===== config.mk =====
export PLATFORM = sky130hd
export DESIGN_NAME = alu_sequencer_flat
export DESIGN_NICKNAME = d
export VERILOG_FILES = /design/src/rtl/alu_sequencer_if.sv /design/src/rtl/alu_sequencer.sv /design/src/flat_wrapper.sv
export SDC_FILE = /design/constraint.sdc
export NUM_CORES = 1
export LEC_CHECK = 0
export ABC_CLOCK_PERIOD_IN_PS = 2900
export BUFFER_PORTS_ARGS = -buffer_cell sky130_fd_sc_hd__buf_2
export CORE_MARGIN = 3
export CORE_UTILIZATION = 53
export DETAILED_ROUTE_END_ITERATION = 7
export GPL_ROUTABILITY_DRIVEN = 0
export PLACE_DENSITY_LB_ADDON = 0.3
export REMOVE_ABC_BUFFERS = 1
export SYNTH_ARGS = -nofsm -noshare
export SYNTH_HDL_FRONTEND = slang
export SYNTH_SLANG_ARGS = --single-unit

===== constraint.sdc =====
create_clock -name clk -period 2.9 [get_ports clk]
set_input_delay 0.145 -clock clk [delete_from_list [all_inputs] [get_ports clk]]
set_output_delay 0.145 -clock clk [all_outputs]
set_load 0.02 [all_outputs]

===== src/rtl/alu_sequencer_if.sv =====
// rtl/alu_sequencer_if.sv - instruction, ALU-control and writeback bundle for alu_sequencer
interface alu_sequencer_if;
    // instruction handshake from the decoder
    logic       instr_valid;
    logic       instr_ready;
    logic [7:0] instr_opcode;
    logic [7:0] instr_operand;
    // control word to the combinational ALU and its result
    logic [2:0] input_1_select;
    logic [2:0] input_2_select;
    logic [7:0] alu_opcode;
    logic       cin;
    logic [7:0] alu_data;
    logic [7:0] alu_out;
    logic       alu_cout;
    // register writeback and status
    logic       wb_en;
    logic [1:0] wb_dest;
    logic [7:0] wb_value;
    logic       flag_n;
    logic       flag_z;
    logic       flag_c;
    logic       done;
    logic       illegal;

    // decoder / ALU / register-file side
    modport master (
        output instr_valid, instr_opcode, instr_operand, alu_out, alu_cout,
        input  instr_ready, input_1_select, input_2_select, alu_opcode, cin, alu_data,
        input  wb_en, wb_dest, wb_value, flag_n, flag_z, flag_c, done, illegal
    );

    // sequencer side
    modport slave (
        input  instr_valid, instr_opcode, instr_operand, alu_out, alu_cout,
        output instr_ready, input_1_select, input_2_select, alu_opcode, cin, alu_data,
        output wb_en, wb_dest, wb_value, flag_n, flag_z, flag_c, done, illegal
    );
endinterface


===== src/rtl/alu_sequencer.sv =====
// rtl/alu_sequencer.sv - 3-cycle 6502 accumulator/register instruction sequencer driving an external ALU
module alu_sequencer #(
    parameter logic [2:0] RESET_FLAGS = 3'b000   // {N,Z,C} after reset
) (
    input  logic          clk,
    input  logic          rst,
    alu_sequencer_if.slave bus
);

    // ALU operand select encoding
    localparam logic [2:0] SEL_NONE = 3'd0;
    localparam logic [2:0] SEL_A    = 3'd1;
    localparam logic [2:0] SEL_X    = 3'd2;
    localparam logic [2:0] SEL_Y    = 3'd3;
    localparam logic [2:0] SEL_DATA = 3'd4;
    localparam logic [2:0] SEL_ONE  = 3'd6;

    // ALU operation encoding
    localparam logic [7:0] OP_NONE = 8'h00;
    localparam logic [7:0] OP_AND  = 8'h01;
    localparam logic [7:0] OP_OR   = 8'h02;
    localparam logic [7:0] OP_XOR  = 8'h03;
    localparam logic [7:0] OP_ASL  = 8'h11;
    localparam logic [7:0] OP_ROL  = 8'h12;
    localparam logic [7:0] OP_ASR  = 8'h13;
    localparam logic [7:0] OP_ROR  = 8'h14;
    localparam logic [7:0] OP_ADD  = 8'h21;
    localparam logic [7:0] OP_INC  = 8'h22;
    localparam logic [7:0] OP_SUB  = 8'h23;
    localparam logic [7:0] OP_DEC  = 8'h24;

    // writeback destinations
    localparam logic [1:0] DST_A = 2'd0;
    localparam logic [1:0] DST_X = 2'd1;
    localparam logic [1:0] DST_Y = 2'd2;

    typedef enum logic [1:0] {
        S_IDLE = 2'd0,
        S_EXEC = 2'd1,
        S_WB   = 2'd2
    } state_t;

    state_t r_state;
    state_t w_next;

    // decoded control word for the opcode currently on the handshake
    logic [2:0] w_sel1;
    logic [2:0] w_sel2;
    logic [7:0] w_op;
    logic       w_cin;
    logic       w_wb;
    logic [1:0] w_dest;
    logic       w_upd_nz;
    logic       w_upd_c;
    logic       w_set_c;
    logic       w_clr_c;
    logic       w_illegal;

    // FSM-derived strobes
    logic       w_accept;
    logic       w_capture;
    logic       w_ready;
    logic       w_done;
    logic       w_wb_en;
    logic       w_ill_out;

    // registered control word and per-instruction bookkeeping
    logic [2:0] r_sel1;
    logic [2:0] r_sel2;
    logic [7:0] r_op;
    logic       r_cin;
    logic [7:0] r_alu_data;
    logic       r_wb_pend;
    logic [1:0] r_dest_pend;
    logic       r_upd_nz;
    logic       r_upd_c;
    logic       r_set_c;
    logic       r_clr_c;
    logic       r_ill_pend;

    // architectural outputs that hold between instructions
    logic [7:0] r_wb_value;
    logic [1:0] r_wb_dest;
    logic       r_n;
    logic       r_z;
    logic       r_c;

    // decode the offered opcode; carry-in for ADC/SBC/ROL/ROR comes from the live C flag
    always_comb begin
        w_sel1    = SEL_NONE;
        w_sel2    = SEL_NONE;
        w_op      = OP_NONE;
        w_cin     = 1'b0;
        w_wb      = 1'b0;
        w_dest    = DST_A;
        w_upd_nz  = 1'b0;
        w_upd_c   = 1'b0;
        w_set_c   = 1'b0;
        w_clr_c   = 1'b0;
        w_illegal = 1'b0;
        case (bus.instr_opcode)
            8'h69: begin // ADC #
                w_sel1 = SEL_A; w_sel2 = SEL_DATA; w_op = OP_ADD; w_cin = r_c;
                w_wb = 1'b1; w_upd_nz = 1'b1; w_upd_c = 1'b1;
            end
            8'hE9: begin // SBC #
                w_sel1 = SEL_A; w_sel2 = SEL_DATA; w_op = OP_SUB; w_cin = r_c;
                w_wb = 1'b1; w_upd_nz = 1'b1; w_upd_c = 1'b1;
            end
            8'h29: begin // AND #
                w_sel1 = SEL_A; w_sel2 = SEL_DATA; w_op = OP_AND;
                w_wb = 1'b1; w_upd_nz = 1'b1;
            end
            8'h09: begin // ORA #
                w_sel1 = SEL_A; w_sel2 = SEL_DATA; w_op = OP_OR;
                w_wb = 1'b1; w_upd_nz = 1'b1;
            end
            8'h49: begin // EOR #
                w_sel1 = SEL_A; w_sel2 = SEL_DATA; w_op = OP_XOR;
                w_wb = 1'b1; w_upd_nz = 1'b1;
            end
            8'hC9: begin // CMP # : subtract with no borrow-in, flags only
                w_sel1 = SEL_A; w_sel2 = SEL_DATA; w_op = OP_SUB; w_cin = 1'b1;
                w_upd_nz = 1'b1; w_upd_c = 1'b1;
            end
            8'h0A: begin // ASL A
                w_sel1 = SEL_A; w_op = OP_ASL;
                w_wb = 1'b1; w_upd_nz = 1'b1; w_upd_c = 1'b1;
            end
            8'h4A: begin // LSR A maps onto ASR with a zero fill
                w_sel1 = SEL_A; w_op = OP_ASR;
                w_wb = 1'b1; w_upd_nz = 1'b1; w_upd_c = 1'b1;
            end
            8'h2A: begin // ROL A
                w_sel1 = SEL_A; w_op = OP_ROL; w_cin = r_c;
                w_wb = 1'b1; w_upd_nz = 1'b1; w_upd_c = 1'b1;
            end
            8'h6A: begin // ROR A
                w_sel1 = SEL_A; w_op = OP_ROR; w_cin = r_c;
                w_wb = 1'b1; w_upd_nz = 1'b1; w_upd_c = 1'b1;
            end
            8'hE8: begin // INX
                w_sel1 = SEL_X; w_sel2 = SEL_ONE; w_op = OP_INC;
                w_wb = 1'b1; w_dest = DST_X; w_upd_nz = 1'b1;
            end
            8'hC8: begin // INY
                w_sel1 = SEL_Y; w_sel2 = SEL_ONE; w_op = OP_INC;
                w_wb = 1'b1; w_dest = DST_Y; w_upd_nz = 1'b1;
            end
            8'hCA: begin // DEX
                w_sel1 = SEL_X; w_sel2 = SEL_ONE; w_op = OP_DEC;
                w_wb = 1'b1; w_dest = DST_X; w_upd_nz = 1'b1;
            end
            8'h88: begin // DEY
                w_sel1 = SEL_Y; w_sel2 = SEL_ONE; w_op = OP_DEC;
                w_wb = 1'b1; w_dest = DST_Y; w_upd_nz = 1'b1;
            end
            8'h18: w_clr_c = 1'b1; // CLC
            8'h38: w_set_c = 1'b1; // SEC
            default: w_illegal = 1'b1;
        endcase
    end

    // state register
    always_ff @(posedge clk or posedge rst) begin
        if (rst) begin
            r_state <= S_IDLE;
        end else begin
            r_state <= w_next;
        end
    end

    // next-state and handshake/strobe outputs
    always_comb begin
        w_next    = r_state;
        w_ready   = 1'b0;
        w_accept  = 1'b0;
        w_capture = 1'b0;
        w_done    = 1'b0;
        w_wb_en   = 1'b0;
        w_ill_out = 1'b0;
        case (r_state)
            S_IDLE: begin
                w_ready = 1'b1;
                if (bus.instr_valid) begin
                    w_accept = 1'b1;
                    w_next   = S_EXEC;
                end
            end
            S_EXEC: begin
                w_capture = 1'b1;
                w_next    = S_WB;
            end
            S_WB: begin
                w_done    = 1'b1;
                w_wb_en   = r_wb_pend;
                w_ill_out = r_ill_pend;
                w_next    = S_IDLE;
            end
            default: w_next = S_IDLE;
        endcase
    end

    // latch the control word on accept; drop it once EXEC ends so the ALU sees zeros outside EXEC
    always_ff @(posedge clk or posedge rst) begin
        if (rst) begin
            r_sel1      <= SEL_NONE;
            r_sel2      <= SEL_NONE;
            r_op        <= OP_NONE;
            r_cin       <= 1'b0;
            r_alu_data  <= 8'h00;
            r_wb_pend   <= 1'b0;
            r_dest_pend <= DST_A;
            r_upd_nz    <= 1'b0;
            r_upd_c     <= 1'b0;
            r_set_c     <= 1'b0;
            r_clr_c     <= 1'b0;
            r_ill_pend  <= 1'b0;
        end else if (w_accept) begin
            r_sel1      <= w_sel1;
            r_sel2      <= w_sel2;
            r_op        <= w_op;
            r_cin       <= w_cin;
            r_alu_data  <= bus.instr_operand;
            r_wb_pend   <= w_wb;
            r_dest_pend <= w_dest;
            r_upd_nz    <= w_upd_nz;
            r_upd_c     <= w_upd_c;
            r_set_c     <= w_set_c;
            r_clr_c     <= w_clr_c;
            r_ill_pend  <= w_illegal;
        end else if (w_capture) begin
            r_sel1 <= SEL_NONE;
            r_sel2 <= SEL_NONE;
            r_op   <= OP_NONE;
            r_cin  <= 1'b0;
        end
    end

    // capture ALU result and update flags on the EXEC->WB edge
    always_ff @(posedge clk or posedge rst) begin
        if (rst) begin
            r_wb_value <= 8'h00;
            r_wb_dest  <= DST_A;
            r_n        <= RESET_FLAGS[2];
            r_z        <= RESET_FLAGS[1];
            r_c        <= RESET_FLAGS[0];
        end else if (w_capture) begin
            if (r_wb_pend) begin
                r_wb_value <= bus.alu_out;
                r_wb_dest  <= r_dest_pend;
            end
            if (r_upd_nz) begin
                r_n <= bus.alu_out[7];
                r_z <= (bus.alu_out == 8'h00);
            end
            if (r_upd_c) begin
                r_c <= bus.alu_cout;
            end else if (r_set_c) begin
                r_c <= 1'b1;
            end else if (r_clr_c) begin
                r_c <= 1'b0;
            end
        end
    end

    assign bus.instr_ready    = w_ready;
    assign bus.input_1_select = r_sel1;
    assign bus.input_2_select = r_sel2;
    assign bus.alu_opcode     = r_op;
    assign bus.cin            = r_cin;
    assign bus.alu_data       = r_alu_data;
    assign bus.wb_en          = w_wb_en;
    assign bus.wb_dest        = r_wb_dest;
    assign bus.wb_value       = r_wb_value;
    assign bus.flag_n         = r_n;
    assign bus.flag_z         = r_z;
    assign bus.flag_c         = r_c;
    assign bus.done           = w_done;
    assign bus.illegal        = w_ill_out;

endmodule


===== src/flat_wrapper.sv =====
// flat-port wrapper written by rule: the top's interface ports become plain ports
module alu_sequencer_flat 
#(
    parameter logic [2:0] RESET_FLAGS = 3'b000                         
)
  (clk, rst, bus_instr_valid, bus_instr_opcode, bus_instr_operand, bus_alu_out, bus_alu_cout, bus_instr_ready, bus_input_1_select, bus_input_2_select, bus_alu_opcode, bus_cin, bus_alu_data, bus_wb_en, bus_wb_dest, bus_wb_value, bus_flag_n, bus_flag_z, bus_flag_c, bus_done, bus_illegal);
  alu_sequencer_if bus_i ();
  input  logic clk;
  input  logic rst;
  input wire logic [$bits(bus_i.instr_valid)-1:0] bus_instr_valid;
  input wire logic [$bits(bus_i.instr_opcode)-1:0] bus_instr_opcode;
  input wire logic [$bits(bus_i.instr_operand)-1:0] bus_instr_operand;
  input wire logic [$bits(bus_i.alu_out)-1:0] bus_alu_out;
  input wire logic [$bits(bus_i.alu_cout)-1:0] bus_alu_cout;
  output wire logic [$bits(bus_i.instr_ready)-1:0] bus_instr_ready;
  output wire logic [$bits(bus_i.input_1_select)-1:0] bus_input_1_select;
  output wire logic [$bits(bus_i.input_2_select)-1:0] bus_input_2_select;
  output wire logic [$bits(bus_i.alu_opcode)-1:0] bus_alu_opcode;
  output wire logic [$bits(bus_i.cin)-1:0] bus_cin;
  output wire logic [$bits(bus_i.alu_data)-1:0] bus_alu_data;
  output wire logic [$bits(bus_i.wb_en)-1:0] bus_wb_en;
  output wire logic [$bits(bus_i.wb_dest)-1:0] bus_wb_dest;
  output wire logic [$bits(bus_i.wb_value)-1:0] bus_wb_value;
  output wire logic [$bits(bus_i.flag_n)-1:0] bus_flag_n;
  output wire logic [$bits(bus_i.flag_z)-1:0] bus_flag_z;
  output wire logic [$bits(bus_i.flag_c)-1:0] bus_flag_c;
  output wire logic [$bits(bus_i.done)-1:0] bus_done;
  output wire logic [$bits(bus_i.illegal)-1:0] bus_illegal;
  assign bus_i.instr_valid = bus_instr_valid;
  assign bus_i.instr_opcode = bus_instr_opcode;
  assign bus_i.instr_operand = bus_instr_operand;
  assign bus_i.alu_out = bus_alu_out;
  assign bus_i.alu_cout = bus_alu_cout;
  assign bus_instr_ready = bus_i.instr_ready;
  assign bus_input_1_select = bus_i.input_1_select;
  assign bus_input_2_select = bus_i.input_2_select;
  assign bus_alu_opcode = bus_i.alu_opcode;
  assign bus_cin = bus_i.cin;
  assign bus_alu_data = bus_i.alu_data;
  assign bus_wb_en = bus_i.wb_en;
  assign bus_wb_dest = bus_i.wb_dest;
  assign bus_wb_value = bus_i.wb_value;
  assign bus_flag_n = bus_i.flag_n;
  assign bus_flag_z = bus_i.flag_z;
  assign bus_flag_c = bus_i.flag_c;
  assign bus_done = bus_i.done;
  assign bus_illegal = bus_i.illegal;
  alu_sequencer #(.RESET_FLAGS(RESET_FLAGS)) u_core (.clk(clk), .rst(rst), .bus(bus_i));
endmodule

==> metrics.csv <==
stage;metric;value;unit
drt;via count;1652;
cts;Clock H-tree levels;2;
global_route;All-Layer GR Usage;0.214;
placement;hpwl dp;3030;um
synth;Ys Warns;0;
floorplanning;IO Count;68;
global_route;first-pass GRT wire length;6990;um
layout;Area growth syn-to-layout;25.7;%
timing;WHS;26.1;ps
critical_path;crit-path cells;or3b_1, inv_2, nand2_1, o21ai_0;
timing;Slew HR;0.372;
synth;area leader, netlist;dfrtp_1;
floorplanning;Die Width;66.3;um
floorplanning;core area;0.00342;mm2
drt;Detail Route Antenna Nets;0;
global_route;largest net degree at the start of global routing;42;
synth;most common cell in the synthesized netlist;nand2_1;
synth;top cell type's share of synthesized area;0.533;
synth;Seq cells post-synth;41;
floorplanning;DIE HEIGHT;66.3;um
power;Static Leak;0.00125;uW
drt;# DRC;0;
synth;Synth cell types;42;
cts;CTS tree;done;
critical_path;crit-path max cell delay;780;ps
worst_hold_path;Hold Startpoint;bus_alu_out[1];
critical_path;CP delay by family, top;simple AND/OR/NAND/NOR gates;
synth;Post-synth EDFFs;0;
layout;ant diodes;0;
layout;Nets;292;
global_route;initial antenna violation count;0;
cts;TritonCTS buffer count;5;
drt;via density per instance;5.31;
cts;Setup Buffers After CTS;0;
timing;Final Cycle Share;0.678;
drt;drt total wl;4400;um
drt;DRT iter0 DRCs;100;
worst_hold_path;HP Class;primary input to register;
cts;Clock Latency Late Sink;360;ps
critical_path;Setup crit start kind;register;
power;worst vdd ir;533;uV
critical_path;critical path peak fanout;26;
timing;Worst Clk Skew;8.49;ps
cts;clock slew at reported path FFs;130;ps
timing;RSZ-0062 raised after global routing;false;
critical_path;Worst EP arrival;2260;ps
critical_path;reg2reg start;u_core.r_state[0];
synth;synthesized cell area;0.00192;mm2
flow_run;MaxCap Viol Count;0;
floorplanning;Std-Cell Rows;21;
cts;clock tree buffer depth;2;
synth;Mapped Cells;194;
critical_path;crit path buf inv count;1;
critical_path;worst reg-to-reg path cell count;4;
timing;post-route setup TNS;0;ps
critical_path;Crit Path Category;register to register;
floorplanning;die area;0.00439;mm2
timing;max-slew violation count;0;
critical_path;Slowest cell on crit path;or3b_1;
timing;Finish-stage setup viols;0;
placement;port buffer count;62;
timing;Final Critical Period;1970;ps
critical_path;Reg2Reg Capture Point;u_core.r_set_c;
synth;Primary FF master, synth;dfrtp_1;
worst_hold_path;Hold Path Depth;2;
floorplanning;initial core utilization;0.563;
layout;share of cells above drive strength 1;0.328;
timing;Tightest Pin Transition;943;ps
status;run status;finished clean;
synth;Synth async-reset ratio;1.00;
drt;DR pass1 iterations;4;
synth;largest cells by area after synthesis;dfrtp_1, nand2_1, mux2_2, o21ai_0, buf_4;
power;Pwr Density;711;mW/mm2
synth;Syn Area/Cell;9.92;um2
synth;Synth top cells by count;nand2_1, dfrtp_1, mux2_2, nor2_1, o21ai_0;
layout;layout filler cell count;273;
timing;Final Hold Fails;0;
drt;DR WL/cell;14.2;um
layout;Final Util;0.708;
worst_hold_path;Hold Crit Endpoint;u_core.bus.wb_value[1];
synth;Seq/Total Area, Yosys;0.533;
global_route;vias in the first global route;1554;
critical_path;setup slack, reg-to-reg;930;ps
cts;clock net sink count;41;
global_route;grt ovf;0;
timing;fmax;0.508;GHz
critical_path;nature of the critical path endpoint;register;
critical_path;worst endpoint required time;3190;ps
cts;CTS root buf;clkbuf_4;
cell families after synthesis:
| logic type | count (synthesis) | share of synthesized area |
|---|---|---|
| multiplexers | 12 | 0.0696 |
| AO/OA/AOI/OAI | 29 | 0.101 |
| flip-flops | 41 | 0.533 |
| other | 1 | 0.00195 |
| buffers and inverters | 18 | 0.0572 |
| AND/OR/NAND/NOR | 91 | 0.228 |
| XOR/XNOR | 2 | 0.00910 |
stage by stage:
step | setup WS (ps) | total power (uW) | area (um2) | instances
finish | 933 | 1720 | 2420 | 311
global route | 780 | 1810 | 2420 | 311
CTS | 942 | 1720 | 2420 | 311
detailed placement | 989 | 1250 | 2220 | 294
global placement | 1030 | 1240 | 2220 | 294
floorplan | 1260 | 1070 | 1850 | 185
sequential cells by signal, indices dropped and copies added (netlist names), 2 cells and up:
| name | cells |
|---|---|
| u_core.bus.alu_data | 8 |
| u_core.bus.alu_opcode | 5 |
| u_core.bus.input_1_select | 2 |
| u_core.bus.input_2_select | 2 |
| u_core.bus.wb_dest | 2 |
| u_core.bus.wb_value | 8 |
| u_core.r_dest_pend | 2 |
| u_core.r_state | 2 |
timing repair:
item	in CTS	in global routing
hold endpoints to repair	49	0
setup endpoints to repair	0	0
hold buffers	9	0
gates resized for setup	0	0
per-layer routing:
metal | GRT usage | routed length [um] | part of all wire | vias up
met4 | 0.0761 | 69 | 0.016 | 0
met3 | 0.0595 | 304 | 0.069 | 9
met2 | 0.349 | 2170 | 0.49 | 57
li1 | - | - | - | 795
met5 | 0 | 0 | 0 | -
met1 | 0.269 | 1860 | 0.42 | 791
how the worst max path moves through the flow:
stage,startpoint,end,cells past startpoint
global placement,u_core.r_state[0],u_core.bus.alu_opcode[2],4
floorplan,u_core.r_state[0],u_core.bus.alu_opcode[2],4
finish,u_core.r_state[0],u_core.r_set_c,4
detailed placement,u_core.r_state[0],u_core.bus.alu_opcode[2],4
CTS,u_core.r_state[0],u_core.r_set_c,4
global route,u_core.r_state[0],u_core.r_set_c,4
final cells by class:
type,count,area [um2],share of cell area
repair buffers,72,408,0.169
clock buffers,5,37.5,0.0155
clock inverters,3,68.8,0.0284
inverters,5,18.8,0.00776
multi-input cells,139,803,0.332
well taps,46,57.6,0.0238
flip-flops and latches,41,1030,0.424
report_power, final:
group	switching, uW	total, uW	leakage, uW	internal, uW
combinational	314	504	0.000669	190
clock	199	471	0.0000558	271
sequential	59.1	746	0.000526	687
cell usage in the layout (no fill, tap or decap), types with 2 or more instances in the layout:
cell           instances
nand2_1               51
nand3_1                5
dfrtp_1               41
nor3_1                 2
nor2_1                11
or3b_1                 2
nor4_1                 2
a211oi_1               2
bufinv_16              2
nand2b_1               3
conb_1                 5
buf_2                 62
and2_1                 2
o31ai_1                4
a21oi_1                4
clkbuf_4               5
o21ai_0                9
a32oi_1                2
mux2_2                11
inv_1                  4
dlygate4sd3_1          9
nor2b_1                4
a31oi_1                2
Power figures use the tool's default switching activity.
